==> src/rtl/key_conditioner_if.sv <==
// Key conditioner bus: raw active-low buttons in, conditioned levels and pulses out.
interface key_conditioner_if #(
  parameter int NUM_KEYS = 3
);
  logic [NUM_KEYS-1:0] KEY;
  logic [NUM_KEYS-1:0] key_level;
  logic [NUM_KEYS-1:0] key_press;
  logic [NUM_KEYS-1:0] key_release;
  logic                any_press;

  // Board/bench side: drives the raw buttons, observes the conditioned outputs.
  modport master (
    output KEY,
    input  key_level,
    input  key_press,
    input  key_release,
    input  any_press
  );

  // Conditioner side: samples the raw buttons, produces the conditioned outputs.
  modport slave (
    input  KEY,
    output key_level,
    output key_press,
    output key_release,
    output any_press
  );
endinterface

==> src/rtl/key_conditioner.sv <==
// Push-button front-end: per-key 2-flop synchronizer, saturating debounce
// counter and registered press/release edge pulses. Keys are independent.
module key_conditioner #(
  parameter int NUM_KEYS        = 3,
  parameter int DEBOUNCE_CYCLES = 500000,
  parameter int CNT_W           = 19
) (
  input  logic            CLOCK_50,
  input  logic            reset,
  key_conditioner_if.slave keys
);

  // Terminal count: a mismatch seen at this count is the acceptance sample.
  localparam logic [CNT_W-1:0] CNT_MAX = CNT_W'(DEBOUNCE_CYCLES - 1);

  logic [NUM_KEYS-1:0] sync1_q;
  logic [NUM_KEYS-1:0] sync2_q;
  logic [NUM_KEYS-1:0] pressed_in;

  logic [CNT_W-1:0]    cnt_q [NUM_KEYS];
  logic [CNT_W-1:0]    cnt_d [NUM_KEYS];
  logic [NUM_KEYS-1:0] level_q,   level_d;
  logic [NUM_KEYS-1:0] press_q,   press_d;
  logic [NUM_KEYS-1:0] release_q, release_d;
  logic                any_q,     any_d;

  // Two-flop synchronizer; resets to "released" so a held key is re-qualified after reset.
  always_ff @(posedge CLOCK_50 or posedge reset) begin
    if (reset) begin
      sync1_q <= '1;
      sync2_q <= '1;
    end else begin
      sync1_q <= keys.KEY;
      sync2_q <= sync1_q;
    end
  end

  // Buttons are active-low; only the second synchronizer stage is used downstream.
  assign pressed_in = ~sync2_q;

  // Debounce: count consecutive mismatches, toggle the level and emit one pulse on acceptance.
  always_comb begin
    level_d   = level_q;
    press_d   = '0;
    release_d = '0;
    for (int i = 0; i < NUM_KEYS; i++) begin
      cnt_d[i] = '0;
      if (pressed_in[i] != level_q[i]) begin
        if (cnt_q[i] == CNT_MAX) begin
          level_d[i]   = pressed_in[i];
          press_d[i]   = pressed_in[i];
          release_d[i] = ~pressed_in[i];
        end else begin
          cnt_d[i] = cnt_q[i] + 1'b1;
        end
      end
    end
    any_d = |press_d;
  end

  // Debounce state and registered outputs; reset discards any pending count.
  always_ff @(posedge CLOCK_50 or posedge reset) begin
    if (reset) begin
      for (int i = 0; i < NUM_KEYS; i++) begin
        cnt_q[i] <= '0;
      end
      level_q   <= '0;
      press_q   <= '0;
      release_q <= '0;
      any_q     <= 1'b0;
    end else begin
      for (int i = 0; i < NUM_KEYS; i++) begin
        cnt_q[i] <= cnt_d[i];
      end
      level_q   <= level_d;
      press_q   <= press_d;
      release_q <= release_d;
      any_q     <= any_d;
    end
  end

  assign keys.key_level   = level_q;
  assign keys.key_press   = press_q;
  assign keys.key_release = release_q;
  assign keys.any_press   = any_q;

endmodule

==> src/flat_wrapper.sv <==
// flat-port wrapper written by rule: the top's interface ports become plain ports
module key_conditioner_flat 
#(
  parameter int NUM_KEYS        = 3,
  parameter int DEBOUNCE_CYCLES = 500000,
  parameter int CNT_W           = 19
)
  (CLOCK_50, reset, keys_KEY, keys_key_level, keys_key_press, keys_key_release, keys_any_press);
  key_conditioner_if #(.NUM_KEYS(NUM_KEYS)) keys_i ();
  input  logic CLOCK_50;
  input  logic reset;
  input wire logic [$bits(keys_i.KEY)-1:0] keys_KEY;
  output wire logic [$bits(keys_i.key_level)-1:0] keys_key_level;
  output wire logic [$bits(keys_i.key_press)-1:0] keys_key_press;
  output wire logic [$bits(keys_i.key_release)-1:0] keys_key_release;
  output wire logic [$bits(keys_i.any_press)-1:0] keys_any_press;
  assign keys_i.KEY = keys_KEY;
  assign keys_key_level = keys_i.key_level;
  assign keys_key_press = keys_i.key_press;
  assign keys_key_release = keys_i.key_release;
  assign keys_any_press = keys_i.any_press;
  key_conditioner #(.NUM_KEYS(NUM_KEYS), .DEBOUNCE_CYCLES(DEBOUNCE_CYCLES), .CNT_W(CNT_W)) u_core (.CLOCK_50(CLOCK_50), .reset(reset), .keys(keys_i));
endmodule
==> config.mk <==
export PLATFORM = sky130hd
export DESIGN_NAME = key_conditioner_flat
export DESIGN_NICKNAME = d
export VERILOG_FILES = /design/src/rtl/key_conditioner_if.sv /design/src/rtl/key_conditioner.sv /design/src/flat_wrapper.sv
export SDC_FILE = /design/constraint.sdc
export NUM_CORES = 1
export LEC_CHECK = 0
export ABC_AREA = 0
export CELL_PAD_IN_SITES_DETAIL_PLACEMENT = 1
export CELL_PAD_IN_SITES_GLOBAL_PLACEMENT = 1
export CORE_ASPECT_RATIO = 0.8
export CORE_MARGIN = 5
export CORE_UTILIZATION = 25
export CTS_CLUSTER_DIAMETER = 120
export CTS_CLUSTER_SIZE = 12
export DETAILED_ROUTE_END_ITERATION = 8
export PLACE_DENSITY = 0.53
export SYNTH_ARGS = -nofsm -noshare
export SYNTH_HDL_FRONTEND = slang
export SYNTH_SLANG_ARGS = --single-unit
==> constraint.sdc <==
create_clock -name CLOCK_50 -period 3.3 [get_ports CLOCK_50]
set_input_delay 0.99 -clock CLOCK_50 [delete_from_list [all_inputs] [get_ports CLOCK_50]]
set_output_delay 0.99 -clock CLOCK_50 [all_outputs]
set_load 0.02 [all_outputs]
* Word level (Yosys, flattened, before mapping)
Index checks and enable logic that the tools add are counted.
** Operators by class
- $add $sub $neg :: 3
- Multipliers :: 0
- Divide/modulo/power cells :: 0
- Order comparisons :: 0
- Eq/ne operators :: 6
- Shifts and indexed selects :: 0
- Multiplexer cells :: 18
- Bitwise operators :: 4
- Reductions and logical operators :: 4
** Operators with widths (number)
- $mux W19 :: 6
- $add A19 B1 Y19 const B :: 3
- $eq A19 B19 Y1 const B :: 3
- $mux W1 :: 12
- $reduce_and A2 Y1 :: 3
- $ne A1 B1 Y1 :: 3
- $not A1 Y1 :: 3
- $not A3 Y3 :: 1
- $reduce_or A3 Y1 :: 1
** Word-level totals
- Register bits after elaboration :: 73
- Latch bits :: 0
- Bits in writable memories :: 0
- Memory bits (read-only) :: 0
- Input port bits :: 5
- Memories :: 0

* Longest topological paths before layout
- Word-level depth :: 4
- Depth in mapped cells :: 6

* Worst setup path before layout
Ideal clock, no wire load.
- Path type :: register -> register
- Start point :: register u_core.cnt_q[19] in the netlist's numbering
- End point :: register u_core.cnt_q[28] in the netlist's numbering
- Data arrival time :: 1.518 ns
- Path slack :: 1.661 ns
- Cell stages (with the launch flop) :: 7
- Buffers on the path :: 1
- Period minus slack after synthesis :: 1.639 ns
- Path through :: dfrtp_1 ha_1 and3_1 nand3_1 o21ai_2 buf_2 nor2_1
** RTL lines
- start: declaration :: RTL line key_conditioner.sv:20 : logic [CNT_W-1:0] cnt_q [NUM_KEYS];
- start signal: indexed assignment :: RTL line key_conditioner.sv:73 : cnt_q[i] <= cnt_d[i];

* Worst setup path after layout
- Start point :: register u_core.level_q[0] (netlist: u_core.keys.key_level[0])
- End point :: output port keys_key_level[0]
** RTL lines
- start: declaration :: RTL line key_conditioner.sv:22 : logic [NUM_KEYS-1:0] level_q, level_d;
- start signal: assignment :: RTL line key_conditioner.sv:75 : level_q <= level_d;
- end: declaration :: RTL line flat_wrapper.sv:13 : output wire logic [$bits(keys_i.key_level)-1:0] keys_key_level;
No word-level cell between the ends.

==> impl_metrics.toml <==
[clock_tree]
clk_transition_reported_paths_ps = 60
tritoncts = "built"
clock_tree.root_cell = "sky130_fd_sc_hd__clkbuf_16"
post-cts-setup-buffer-count = 0
cts-hold-fix-buffers = 0
postCtsResizedCells = 0
cts-root-to-sink-buffers = 2
worst_skew_late_latency_ps = 330
tritoncts_num_sinks = 73
deepest_level_of_the_cts_h_tree = 3
tritoncts.num_buffers = 9

[grt]
grt_antenna_before_repair = 0
first_global_vias = 2575
grt_first_pass_wirelength_mm = 13.49
grt_start_max_net_pins = 37
total_routing_resource_utilization_after_global_routing_pct = 10.32
grt.overflow.total = 0

[floorplan]
initial_utilization_pct = 25.59
core-area_um2 = 13650
core.rowCount = 38
boundaryPins = 15
die_height_um = 115.7
dieArea_um2 = 16450
die_outline_width_um = 142.1

[detailed_routing]
highest_layer = "met4"
wl_met2_mm = 3.467
num_vias = 2513
drt_first_pass_iters = 4
detail_route.iter0.violations = 123
post_dr_vias_cell = 4.628
postRouteWirelength_mm = 7.843
m1WireLength_mm = 4.141
drc_markers = 0
post_drt_wl_per_cell_um = 14.44
wl_met3_um = 137
antenna_violating_nets_post_route = 0

[pwr]
cell_internal_power_dissipation_uw = 1630
power.density_nw_per_um2 = 492.3
leakagePower_uw = 0.001619
combinationalPowerShare_pct = 2.8
ir_worst_vdd_v = 0.0002416
netSwitchingPower_uw = 424.8
p_sw_share_pct = 20.68
p_clk_share_pct = 52.2
totalPowerFinal_uw = 2055
power.share.sequential_pct = 45.0

[final_layout]
antenna_cells_inserted = 0
area_of_the_multi_input_gates_um2 = 1583
finish.instance_area_um2 = 4174
drive_above_1_share_pct = 9.917
fillCellCount = 1542
area.sequential_um2 = 1834
most_frequent_standard_cell_in_the_layout_excluding_fill_and_tap_cells = "sky130_fd_sc_hd__dfrtp_1"
highest_count_cells_in_the_layout_ignoring_fill_and_taps = "sky130_fd_sc_hd__dfrtp_1, sky130_fd_sc_hd__nor2_1, sky130_fd_sc_hd__xnor2_1"
layout-area-overhead-vs-synth_pct = 19.53
number_of_nets_in_the_layout = 366

[placement]
detailed_place_hpwl_mm = 5.472
post-place-ws_ps = 1123
io_buffers = 14
gpl.final_weighted_congestion = 0.7373
placedInstanceArea_um2 = 3844

[synth]
yosys_warnings = 0
synth.cell_area_um2 = 3492
share_of_the_synthesized_area_in_the_top_cell_type_pct = 48.01
synthesis.area_per_instance_um2 = 10.27
yosys-top-cells-area = "sky130_fd_sc_hd__dfrtp_1, sky130_fd_sc_hd__xnor2_1, sky130_fd_sc_hd__nor2_1, sky130_fd_sc_hd__dfstp_2, sky130_fd_sc_hd__nand4_1"
yosysUniqueCellTypes = 37
ys_seq_elements = 73
seq_area_frac_synth_pct = 52.53
most_area_hungry_cell_type_in_the_yosys_netlist = "sky130_fd_sc_hd__dfrtp_1"
syn_inst_count = 340
postSynthNetCount = 348

[critical_path]
cp_data_arrival_time_ps = 1420
setup.worst_path.start_class = "flop"
path_class = "flop to output pin"
critical_path.max_stage_delay_ps = 640
worst_ep_required_time_ps = 2310
cp-end-kind = "output pin"
timing.critical_path.buf_inv = 1
crit_fanout = 6
path_cells = "clkdlybuf4s50_1"
worst_path_dominant_cell_family = "buffers and inverters"
critical-path-slowest-cell = "sky130_fd_sc_hd__clkdlybuf4s50_1"

[sta]
timing.max_slew.rel_slack_pct = 44.79
clock_skew_after_layout_ps = 8.199
timing_max_transition_violations_final = 0
rsz0062_at_grt = "no"
timing_hold_violations_final = 0
finalWorstSetupSlack_ps = 894.9
setup_total_negative_slack_ps = 0
worstMarginPinSlew_ps = 828.0
max_freq_ghz = 0.4158
layout_worst_path_cycle_share_pct = 72.88
setup_viol_count_final = 0
layout_min_cycle_time_ps = 2405

[run]
timing.max_cap.violations = 0

[status]
status = "complete, no violations"

[worst_hold_path]
hold_class = "flop to flop"
[through the flow]
step | hold WS (ps) | instances | utilization [%]
2_1_floorplan | 345.2 | 340 | -
3_3_place_gp | 345.7 | 527 | 28.17
3_5_place_dp | 347.5 | 527 | 28.17
4_1_cts | 356.2 | 543 | 30.59
5_1_grt | 356.9 | 543 | 30.59
6_report | 355.4 | 543 | 30.59
[final cells by class]
cell class | instances | share of cell area, %
clock inverters | 5 | 1.859
multi-input cells | 249 | 37.92
clock buffers | 11 | 6.055
well taps | 180 | 5.396
repair buffers | 16 | 4.017
flip-flops and latches | 73 | 43.94
inverters | 9 | 0.8094
[final timing paths]
path	start	to	slack [ps]	cells past startpoint
hold reg to reg	u_core.sync1_q[2]$_DFF_PP1_	u_core.sync2_q[2]$_DFF_PP1_	360	0
setup reg to reg	u_core.cnt_q[19]$_DFF_PP0_	u_core.cnt_q[32]$_DFF_PP0_	1220	5
hold / removal	u_core.sync1_q[2]$_DFF_PP1_	u_core.sync2_q[2]$_DFF_PP1_	360	0
min in group asynchronous	reset	u_core.cnt_q[11]$_DFF_PP0_	1070	2
setup / recovery	u_core.keys.key_level[0]$_DFFE_PP0P_	keys_key_level[0]	890	1
max in group asynchronous	reset	u_core.sync1_q[0]$_DFF_PP1_	1540	3
[synth_stat cells, drive strengths merged]
cell type / n
dfrtp: 67
nor2: 59
xnor2: 34
nand3: 22
nand4: 21
nor4: 20
nand2: 14
xor2: 12
nor3: 11
o21ai: 11
inv: 9
and3: 8
buf: 6
dfstp: 6
a21oi: 5
nor4b: 5
and4: 4
and2: 3
clkbuf: 3
ha: 3
mux2i: 3
o31ai: 3
or2: 3
or3: 2
a211o: 1
a31o: 1
and4b: 1
nor4bb: 1
o221ai: 1
or4: 1
[registers in the layout (all words and copies together) (netlist names)]
signal                   cells
u_core.keys.any_press        1
u_core.cnt_q                57
u_core.sync2_q               3
u_core.sync1_q               3
u_core.keys.key_level        3
u_core.keys.key_release      3
u_core.keys.key_press        3
[routing by layer]
metal	GRT usage [%]	vias to the layer above
met5	0	-
met4	3.836	0
met3	2.723	7
met2	15.18	18
met1	14.61	1243
li1	-	1245
[kinds of logic (layout without fill, tap and decap cells)]
| group | Yosys count | after routing | synth area share, % |
|---|---|---|---|
| simple gates | 175 | 175 | 27.84 |
| flops | 73 | 73 | 52.53 |
| fa+ha+maj | 3 | 3 | 1.075 |
| buf+inv | 18 | 41 | 2.150 |
| mux | 3 | 3 | 0.8599 |
| xor+xnor | 46 | 46 | 11.54 |
| compound gates | 22 | 22 | 4.013 |
[power by group through the flow]
| stage | registers (uW) | clock network (uW) | logic, uW |
|---|---|---|---|
| after floorplan | 937 | 0 | 38.6 |
| after global placement | 940 | 0 | 59.3 |
| after detailed placement | 940 | 0 | 60.4 |
| after CTS | 924 | 1110 | 61.1 |
| after global routing | 926 | 1150 | 68.7 |
| final | 925 | 1070 | 57.7 |
(Power assumes the default switching activity.)
